### src/rtl/truth_table_sequencer.sv
// Sweeps every input row of a combinational block, waits a settle time per row, and
// records the results in a row-indexed table with a registered readback port.
//
// state    | meaning
// S_IDLE   | waiting for start after reset
// S_APPLY  | drive {w,x,y,z} from row, load settle counter
// S_SETTLE | count down SETTLE cycles while the block settles
// S_SAMPLE | capture r_in into table, pulse row_valid, advance or finish
// S_DONE   | sweep complete, done held until next start or rst
module truth_table_sequencer #(
  parameter int N_IN   = 4,
  parameter int N_OUT  = 6,
  parameter int SETTLE = 12
) (
  input  logic             clk,
  input  logic             rst,
  input  logic             start,
  output logic             busy,
  output logic             done,
  output logic             w,
  output logic             x,
  output logic             y,
  output logic             z,
  input  logic [N_OUT-1:0] r_in,
  output logic [N_IN:0]    row,
  output logic             row_valid,
  output logic [N_OUT-1:0] row_data,
  input  logic [N_IN-1:0]  rd_addr,
  output logic [N_OUT-1:0] rd_data
);

  localparam int            ROWS = 1 << N_IN;
  localparam logic [N_IN:0] LAST = (N_IN+1)'(ROWS - 1);
  localparam logic [N_IN:0] ONE  = (N_IN+1)'(1);

  typedef enum logic [2:0] {
    S_IDLE,
    S_APPLY,
    S_SETTLE,
    S_SAMPLE,
    S_DONE
  } state_t;

  state_t           state;
  logic [7:0]       cnt;
  logic [ROWS-1:0]  valid;
  logic [N_OUT-1:0] table_mem [ROWS];

  // Table contents are deliberately not reset; the valid bits gate readback instead.
  always_ff @(posedge clk) begin
    if (!rst && state == S_SAMPLE)
      table_mem[row[N_IN-1:0]] <= r_in;
  end

  always_ff @(posedge clk) begin
    if (rst) begin
      state     <= S_IDLE;
      cnt       <= '0;
      valid     <= '0;
      busy      <= 1'b0;
      done      <= 1'b0;
      row       <= '0;
      {w, x, y, z} <= 4'b0000;
      row_valid <= 1'b0;
      row_data  <= '0;
      rd_data   <= '0;
    end else begin
      row_valid <= 1'b0;
      rd_data   <= valid[rd_addr] ? table_mem[rd_addr] : '0;
      case (state)
        S_IDLE, S_DONE: begin
          if (start) begin
            state <= S_APPLY;
            row   <= '0;
            valid <= '0;
            done  <= 1'b0;
            busy  <= 1'b1;
          end
        end
        S_APPLY: begin
          {w, x, y, z} <= row[3:0];
          cnt          <= 8'(SETTLE - 1);
          state        <= S_SETTLE;
        end
        S_SETTLE: begin
          if (cnt == 8'd0) state <= S_SAMPLE;
          else             cnt   <= cnt - 8'd1;
        end
        S_SAMPLE: begin
          valid[row[N_IN-1:0]] <= 1'b1;
          row_valid <= 1'b1;
          row_data  <= r_in;
          // Equality compare on the last row; row never wraps past it.
          if (row == LAST) begin
            state <= S_DONE;
            busy  <= 1'b0;
            done  <= 1'b1;
          end else begin
            row   <= row + ONE;
            state <= S_APPLY;
          end
        end
        default: state <= S_IDLE;
      endcase
    end
  end

endmodule

### config.mk
export PLATFORM = sky130hd
export DESIGN_NAME = truth_table_sequencer
export DESIGN_NICKNAME = d
export VERILOG_FILES = /design/src/rtl/truth_table_sequencer.sv
export SDC_FILE = /design/constraint.sdc
export NUM_CORES = 1
export LEC_CHECK = 0
export ABC_AREA = 1
export BUFFER_PORTS_ARGS = -buffer_cell sky130_fd_sc_hd__buf_2
export CAP_MARGIN = 0
export CORE_MARGIN = 2
export CORE_UTILIZATION = 45
export CTS_CLUSTER_SIZE = 12
export DETAILED_ROUTE_END_ITERATION = 10
export GPL_TIMING_DRIVEN = 0
export SETUP_SLACK_MARGIN = 0.4
export SKIP_LAST_GASP = 1
export SYNTH_ARGS = -nofsm -noshare
export SYNTH_HDL_FRONTEND = slang
export SYNTH_SLANG_ARGS = --single-unit
export TNS_END_PERCENT = 10
### constraint.sdc
create_clock -name clk -period 4.9 [get_ports clk]
set_input_delay 0.735 -clock clk [delete_from_list [all_inputs] [get_ports clk]]
set_output_delay 0.735 -clock clk [all_outputs]
set_load 0.02 [all_outputs]
==> results of run 1 <==
worst paths after layout:
path | from | endpoint | slack [ns] | depth (start not counted)
max | state[0]$_SDFFE_PP0P_ | table_mem[0][3]$_DFFE_PP_ | 2.65 | 4
min | state[2]$_SDFFE_PP0P_ | state[2]$_SDFFE_PP0P_ | 0.47 | 2
max reg2reg | state[0]$_SDFFE_PP0P_ | table_mem[0][3]$_DFFE_PP_ | 2.65 | 4
min reg2reg | state[2]$_SDFFE_PP0P_ | state[2]$_SDFFE_PP0P_ | 0.47 | 2
worst min-delay path: cells and delay by family (launching register included):
kind | cells | cell delay, ns
AOI/OAI and AO/OA | 1 | 0.06
DFF | 1 | 0.31
and+or+nand+nor | 1 | 0.06
power by group through the flow:
stage | logic (mW) | clock network (mW) | registers [mW]
after detailed placement | 0.544 | 0 | 1.43
after floorplan | 0.367 | 0 | 1.46
after global placement | 0.534 | 0 | 1.43
after CTS | 0.548 | 1.58 | 1.40
after global routing | 0.612 | 1.63 | 1.41
final | 0.547 | 1.57 | 1.40
final cells by class:
class	instances	share of cell area
tap	180	0.0303
inverter	55	0.0278
multi-input combinational	440	0.278
clock inverter	14	0.0379
buffer	31	0.0217
sequential	147	0.525
clock buffer	18	0.0577
timing repair buffer	33	0.0222
routing by layer:
layer	up-vias	global-route usage	part of all wire
met5	-	0	0
met4	0	0.101	0.028
met2	170	0.385	0.49
met3	36	0.0465	0.054
met1	2310	0.273	0.43
li1	2366	-	-
cell usage after synthesis (5+ instances only):
| cell | number | area (µm²) |
|---|---|---|
| nand2_1 | 166 | 623 |
| inv_1 | 48 | 180 |
| ha_1 | 6 | 75.1 |
| o211ai_1 | 11 | 82.6 |
| nor2_4 | 5 | 56.3 |
| nand3_1 | 54 | 270 |
| a211oi_1 | 10 | 75.1 |
| dfxtp_1 | 51 | 1020 |
| o21ai_0 | 35 | 175 |
| inv_2 | 6 | 22.5 |
| edfxtp_1 | 96 | 2880 |
| nor2_1 | 88 | 330 |
| a21oi_1 | 36 | 180 |
| buf_4 | 7 | 52.6 |
| clkbuf_1 | 9 | 33.8 |
| buf_2 | 15 | 75.1 |
| nor3_1 | 12 | 60.1 |
sequential cells by signal (all words and copies together), names as in the netlist:
signal / count
rd_data: 6
w: 1
z: 1
table_mem: 96
busy: 1
row_valid: 1
y: 1
done: 1
valid: 16
row_data: 6
x: 1
cnt: 8
state: 3
row: 5
metrics by stage:
stage | setup slack, ns | cells
CTS | 2.62 | 918
global placement | 2.08 | 886
floorplan | 2.77 | 673
detailed placement | 2.34 | 886
global route | 2.37 | 918
finish | 2.65 | 918
logic make-up after synthesis:
kind of cell,count (synthesis)
adders and majority gates,6
AOI/OAI and AO/OA,96
DFF,147
xor gates and xnor gates,3
buffers and inverters,86
and+or+nand+nor,335
==> impl_metrics.csv, run 1 <==
group,metric,value,unit
run_status,status,"completed",
power_and_ir_drop,ir_drop,0.278,mV
worst_hold_path,hold_path.class,"register to register",
timing,period_needed,2.25,ns
place,dp_hpwl,10800,µm
timing,tns,0,ns
routing,drtPass1Iterations,5,
power_and_ir_drop,p_int,2.60,mW
setup_path,startpoint_type,"register",
timing,worst_pin_slew,1.20,ns
timing,setup_viol,0,
global_route,antenna_found_initial,0,
power_and_ir_drop,pwr-share-comb,0.156,
routing,routed_wire_length_per_instance,17.2,µm
setup_path,path_delay_family,"simple AND/OR/NAND/NOR gates",
power_and_ir_drop,p_seq_frac,0.399,
timing,period_share,0.460,
yosys,synth-simple-area-share,0.222,
setup_path,cp.arrival,2.29,ns
timing,fmax,0.444,GHz
power_and_ir_drop,p_leak,2.90,nW
place,placed_cell_area,6730,µm²
yosys,netlist_instances,673,
clock_tree,cts_tree,"yes",
power_and_ir_drop,power.switching,0.917,mW
global_route,grt_pass1_vias,4718,
cells_and_area,area_delta_synth_final,17.5,%
cells_and_area,seqCellArea,3900,µm²
timing,maxSlewViolCount,0,
job,drv_cap,0,
yosys,synth-edff-count,96,
place,gp_congestion,0.910,
yosys,synthArstFlopShare,0,
clock_tree,cts.reportedPaths.clkPinSlew,0.06,ns
cells_and_area,fin_nets,744,
setup_path,path_buf_inv,1,
cells_and_area,layout_commonest_cell,"nand2_1",
routing,drcViolationCount,0,
routing,via_per_inst,5.32,
power_and_ir_drop,p_total,3.52,mW
clock_tree,cts.htree.levels,4,
yosys,synth_area,6330,µm²
setup_path,cp_max_fo,8,
yosys,synth-xor-area-share,0.00415,
cells_and_area,diodes,0,
yosys,synth-compound-area-share,0.0870,
global_route,grt_usage,0.225,
global_route,grt_pass1_wl,24700,µm
clock_tree,cts_root_buffer,"clkbuf_16",
clock_tree,cts_resized,0,
yosys,yosysUniqueCellTypes,29,
power_and_ir_drop,clkPwrFrac,0.445,
floorplanning,rows,43,
routing,dr.first_iter.drc_count,446,
timing,rsz0062_at_grt,"no",
setup_path,critPathCaptureType,"register",
floorplanning,die-height,123,µm
clock_tree,clk-insertion-delay-late,0.42,ns
global_route,grt_max_degree,18,
place,numPortBuffers,33,
timing,holdWs,0.474,ns
yosys,synth_top_family_by_area,"simple AND/OR/NAND/NOR gates",
clock_tree,cts_setup_buffers,0,
setup_path,cp_slowest_stage_delay,0.93,ns
timing,fin_skew,0.00678,ns
floorplanning,die_area,15000,µm²
cells_and_area,multi_input_area,2060,µm²
clock_tree,hold_buffers,0,
timing,final-hold-violation-count,0,
cells_and_area,final_core_util,0.538,
clock_tree,ctsLongestPathBuffers,2,
setup_path,critical_path.cell_chain,"nand3_2 -> nor2_1 -> inv_2 -> nor4_1",
global_route,grt.overflow.total,0,
routing,via_count,4882,
floorplanning,io_pins,37,
yosys,synth-main-ff-cell,"edfxtp_1",
floorplanning,core-area,13800,µm²
yosys,ys_warn_count,0,
floorplanning,die-width,123,µm
routing,ant_nets,0,
yosys,synth.net_count,692,
yosys,avgSynthCellArea,9.41,µm²
cells_and_area,fill_cells,1239,
power_and_ir_drop,swShare,0.261,
cells_and_area,drive_above_1_share,0.140,
timing,relSlewSlack,0.189,
yosys,ys_seq_area_frac,0.617,
yosys,synth_mux_area_frac,0,
yosys,yosys_register_bits,147,
routing,drt-total-wl,15800,µm
setup_path,critPathKind,"register to register",
clock_tree,numCtsBuffers,17,
floorplanning,start_util,0.458,
yosys,synthAdderAreaFrac,0.0119,
cells_and_area,fin_area,7440,µm²
power_and_ir_drop,power.density,473,nW/µm²
clock_tree,cts.sinks,147,
setup_path,cp_data_required_time,4.94,ns
cells_and_area,layout_common_cells,"nand2_1, edfxtp_1, nor2_1, nand3_1, dfxtp_1",
setup_path,cp_slowest_cell,"nor4_1",
Power figures use the tool's default switching activity.
==> run 2, diff against run 1 <==
Clock period 4.9 ns to 2.15 ns, I/O delays scaled along.
==> run 2 against run 1 <==
Net effect:
- utilization grew 0.74 points
- setup slack worse by 2.2 ns
- sequential share of layout area is 0.65 points lower
- sequential cell count is the same
- clock power grew 92%
- via count is 0.82% lower
- critical path depth stayed put
- sequential power grew 130%
- critical path type unchanged
- critical endpoint is now table_mem[0][1]$_DFFE_PP_
==> impl_metrics.csv, run 2 (synthesis results as in run 1) <==
group,metric,value,unit
clock_tree,cts.htree.levels,4,
clock_tree,cts.reportedPaths.clkPinSlew,0.06,ns
cells_and_area,fin_nets,745,
routing,drtPass1Iterations,5,
floorplanning,core-area,13800,µm²
place,post-place-ws,-0.134,ns
floorplanning,die-height,123,µm
power_and_ir_drop,ir_drop,0.514,mV
timing,worst_pin_slew,0.585,ns
floorplanning,rows,43,
floorplanning,start_util,0.458,
global_route,grt.overflow.total,0,
clock_tree,numCtsBuffers,17,
floorplanning,die-width,123,µm
setup_path,cp_max_fo,6,
global_route,grt_pass1_wl,24900,µm
timing,period_needed,1.72,ns
floorplanning,io_pins,37,
routing,wl_met3,772,µm
timing,rsz0062_at_grt,"yes",
cells_and_area,layout_common_cells,"nand2_1, edfxtp_1, nor2_1, nand3_1",
timing,period_share,0.801,
cells_and_area,drive_above_1_share,0.172,
routing,routed_wire_length_per_instance,17.4,µm
cells_and_area,area_delta_synth_final,19.1,%
global_route,antenna_found_initial,0,
timing,fin_skew,0.0113,ns
clock_tree,cts.sinks,147,
timing,fin_ws,0.427,ns
setup_path,critPathKind,"register to register",
setup_path,cp_data_required_time,2.22,ns
clock_tree,cts_root_buffer,"clkbuf_16",
setup_path,startpoint_type,"register",
global_route,grt_pass1_vias,4672,
power_and_ir_drop,power.density,996,nW/µm²
worst_hold_path,hold_path.class,"input pin to register",
timing,holdWs,0.204,ns
run_status,status,"completed",
routing,dr.first_iter.drc_count,376,
floorplanning,die_area,15000,µm²
routing,drcViolationCount,0,
routing,via_count,4842,
routing,via_per_inst,5.27,
timing,relSlewSlack,0.607,
cells_and_area,fill_cells,1216,
timing,maxSlewViolCount,0,
clock_tree,clk-insertion-delay-late,0.43,ns
place,numPortBuffers,33,
cells_and_area,diodes,0,
global_route,grt_usage,0.229,
cells_and_area,largest_reg_flops,96,
clock_tree,cts_tree,"yes",
routing,route.met2.wl,7940,µm
global_route,grt_max_degree,18,
timing,setup_viol,0,
job,drv_cap,0,
timing,fmax,0.580,GHz
clock_tree,ctsLongestPathBuffers,2,
routing,ant_nets,0,
power_and_ir_drop,p_leak,2.91,nW
place,gp_congestion,0.866,
routing,drt-total-wl,16000,µm
cells_and_area,layout_commonest_cell,"nand2_1",
setup_path,cp.arrival,1.79,ns
timing,tns,0,ns
place,dp_hpwl,11000,µm
routing,met1Wirelength,6830,µm
setup_path,critPathCaptureType,"register",
routing,dr.max_layer_used,"met4",
timing,final-hold-violation-count,0,
run 2: layer usage:
metal / track usage / vias up
met5: 0 / -
met2: 0.398 / 147
li1: - / 2380
met1: 0.282 / 2281
met3: 0.0446 / 34
met4: 0.0884 / 0
run 2: area by class of cell:
cell class                      instances  area [µm²]  share of cell area
Buffer                                 31         170              0.0226
Multi-Input combinational cell        440        2250               0.299
Timing Repair Buffer                   34         173              0.0229
Sequential cell                       147        3910               0.518
Clock inverter                         12         163              0.0216
Clock buffer                           20         437              0.0579
Tap cell                              180         225              0.0299
Inverter                               55         213              0.0282
run 2: repair_timing:
item,4_1_cts,5_1_grt
buffers inserted,0,1
hold buffers,0,0
resized for setup,27,26
cloned,0,0
pin swaps,0,2
endpoints found under the hold margin,0,0
setup endpoints to repair,103,111
run 2: final timing paths:
| check | start | endpoint | slack (ns) | cells after the start |
|---|---|---|---|---|
| max | row[0]$_SDFFE_PP0P_ | table_mem[0][1]$_DFFE_PP_ | 0.43 | 4 |
| min | start | state[2]$_SDFFE_PP0P_ | 0.20 | 4 |
| max reg2reg | row[0]$_SDFFE_PP0P_ | table_mem[0][1]$_DFFE_PP_ | 0.43 | 4 |
| min reg2reg | state[2]$_SDFFE_PP0P_ | state[2]$_SDFFE_PP0P_ | 0.47 | 2 |
run 2: where the power goes:
part / internal, mW / leakage [nW] / switching (mW)
sequential: 3.13 / 1.28 / 0.0872
combinational: 0.406 / 1.34 / 0.872
clock: 1.92 / 0.289 / 1.10
total: 5.45 / 2.91 / 2.06
run 2: critical path, cell delays in order, from the launching register on:
cell	delay, ns
dfxtp_2	0.36
inv_1	0.15
ha_1	0.26
inv_1	0.14
nor4_4	0.45
run 2: metrics by stage:
stage,cell area (µm²),power [mW],util,cells
final,7540,7.51,0.545,919
after detailed placement,6730,4.50,0.486,886
after global placement,6730,4.47,0.486,886
after global routing,7540,7.82,0.545,919
after floorplan,6340,4.17,-,673
after CTS,7450,7.52,0.539,918
==> run 3, diff against run 2 <==
Clock period 2.15 ns to 1.53 ns, I/O delays scaled along.
==> run 3 against run 2 <==
Net effect:
- clock skew is 0.0045 ns lower
- largest power group unchanged
- routed wire length is 1.1% higher
- via count is 0.12% higher
- sequential power is 41% higher
- critical path type unchanged
- maximum frequency is 14% higher
- clock-buffer cell count is 2 higher
- sequential cell count stayed put
- utilization is 2.8 points higher
- critical endpoint is now table_mem[12][4]$_DFFE_PP_
==> impl_metrics.csv, run 3 (synthesis results as in run 1) <==
group,metric,value,unit
global_route,grt_max_degree,18,
run_status,status,"completed",
routing,via_count,4848,
setup_path,path_buf_inv,3,
timing,setup_viol,0,
floorplanning,rows,43,
place,gp_congestion,0.969,
timing,rsz0062_at_grt,"yes",
cells_and_area,drive_above_1_share,0.246,
timing,fmax,0.663,GHz
place,post-place-ws,-0.140,ns
cells_and_area,fin_area,7930,µm²
cells_and_area,diodes,0,
setup_path,cp_slowest_stage_delay,0.37,ns
routing,ant_nets,0,
timing,final-hold-violation-count,0,
routing,via_per_inst,5.15,
cells_and_area,layout_commonest_cell,"nand2_1",
clock_tree,cts.reportedPaths.clkPinSlew,0.06,ns
setup_path,cp_max_fo,6,
floorplanning,io_pins,37,
global_route,grt_pass1_wl,24800,µm
clock_tree,cts.sinks,147,
place,numPortBuffers,33,
worst_hold_path,hold_path.class,"input pin to register",
clock_tree,clk-insertion-delay-late,0.41,ns
routing,drt-total-wl,16100,µm
cells_and_area,fin_nets,767,
place,dp_hpwl,10900,µm
floorplanning,die-width,123,µm
setup_path,cp_data_required_time,1.66,ns
routing,drcViolationCount,0,
timing,fin_skew,0.00679,ns
setup_path,critPathKind,"register to register",
clock_tree,cts_root_buffer,"clkbuf_16",
cells_and_area,largest_reg_flops,96,
timing,holdWs,0.141,ns
clock_tree,numCtsBuffers,17,
timing,fin_ws,0.0225,ns
clock_tree,ctsLongestPathBuffers,2,
floorplanning,die_area,15000,µm²
clock_tree,cts.htree.levels,4,
place,placed_cell_area,6970,µm²
floorplanning,core-area,13800,µm²
timing,relSlewSlack,0.608,
global_route,grt_usage,0.225,
power_and_ir_drop,power.density,1370,nW/µm²
timing,period_share,0.985,
setup_path,critPathCaptureType,"register",
setup_path,r2r_slack,0.02,ns
clock_tree,hold_buffers,0,
timing,worst_pin_slew,0.588,ns
clock_tree,cts_tree,"yes",
routing,dr.first_iter.drc_count,424,
global_route,grt.overflow.total,0,
power_and_ir_drop,p_leak,3.07,nW
power_and_ir_drop,ir_drop,1.07,mV
routing,routed_wire_length_per_instance,17.2,µm
floorplanning,die-height,123,µm
timing,maxSlewViolCount,0,
job,drv_cap,0,
timing,tns,0,ns
timing,period_needed,1.51,ns
floorplanning,start_util,0.458,
global_route,antenna_found_initial,0,
global_route,grt_pass1_vias,4668,
setup_path,startpoint_type,"register",
setup_path,cp_slowest_cell,"dfxtp_4",
setup_path,path_delay_family,"buffers and inverters",
routing,drtPass1Iterations,4,
setup_path,cp.arrival,1.64,ns
setup_path,critical_path.cell_chain,"inv_2 -> ha_2 -> inv_1 -> nor3_4 -> buf_12",
cells_and_area,area_delta_synth_final,25.3,%
cells_and_area,layout_common_cells,"nand2_1, edfxtp_1, nor2_1, nand3_1, buf_2",
[run 3: cell count changes in the layout (fill, tap and decap cells not counted), moves of 5 or more]
| cell | delta |
|---|---|
| buf_4 | +17 |
| dfxtp_1 | -6 |
| inv_1 | -8 |
| nand2_1 | -5 |
| nand3_1 | -5 |
[run 3: through the flow]
step | total power, mW | instances | util
6_report | 10.9 | 941 | 0.574
5_1_grt | 11.3 | 941 | 0.574
4_1_cts | 10.6 | 929 | 0.557
3_5_place_dp | 6.45 | 886 | 0.504
3_3_place_gp | 6.41 | 886 | 0.504
2_1_floorplan | 5.96 | 673 | -
[run 3: final timing paths]
check	start	to	depth (start not counted)
max	row[0]$_SDFFE_PP0P_	table_mem[12][4]$_DFFE_PP_	5
min	rst	row[1]$_SDFFE_PP0P_	2
max reg2reg	row[0]$_SDFFE_PP0P_	table_mem[12][4]$_DFFE_PP_	5
min reg2reg	valid[4]$_SDFFE_PP0P_	valid[4]$_SDFFE_PP0P_	2
[run 3: layout make-up]
cell class	instances	area (µm²)
inverters	55	230
fillers	1186	5890
plain buffers	31	196
well taps	180	225
clock buffers	22	475
multi-input cells	440	2390
repair buffers	56	387
flip-flops and latches	147	3930
clock inverters	10	105
[run 3: metal layers]
layer  global-route usage  share of wire
met5                    0              0
met4               0.0625          0.011
met3               0.0530          0.053
met2                0.388           0.51
met1                0.283           0.42
[run 3: what timing repair did]
item / CTS / global route
pin swaps: 11 / 20
buffers inserted: 11 / 12
endpoints found under the setup margin: 152 / 168
gates resized for setup: 11 / 42
[run 3: report_power, final]
| group | switching, mW | total (mW) | internal (mW) |
|---|---|---|---|
| Sequential | 0.132 | 4.54 | 4.41 |
| Clock | 1.55 | 4.07 | 2.52 |
| Combinational | 1.41 | 2.24 | 0.828 |
| Total | 3.09 | 10.9 | 7.76 |
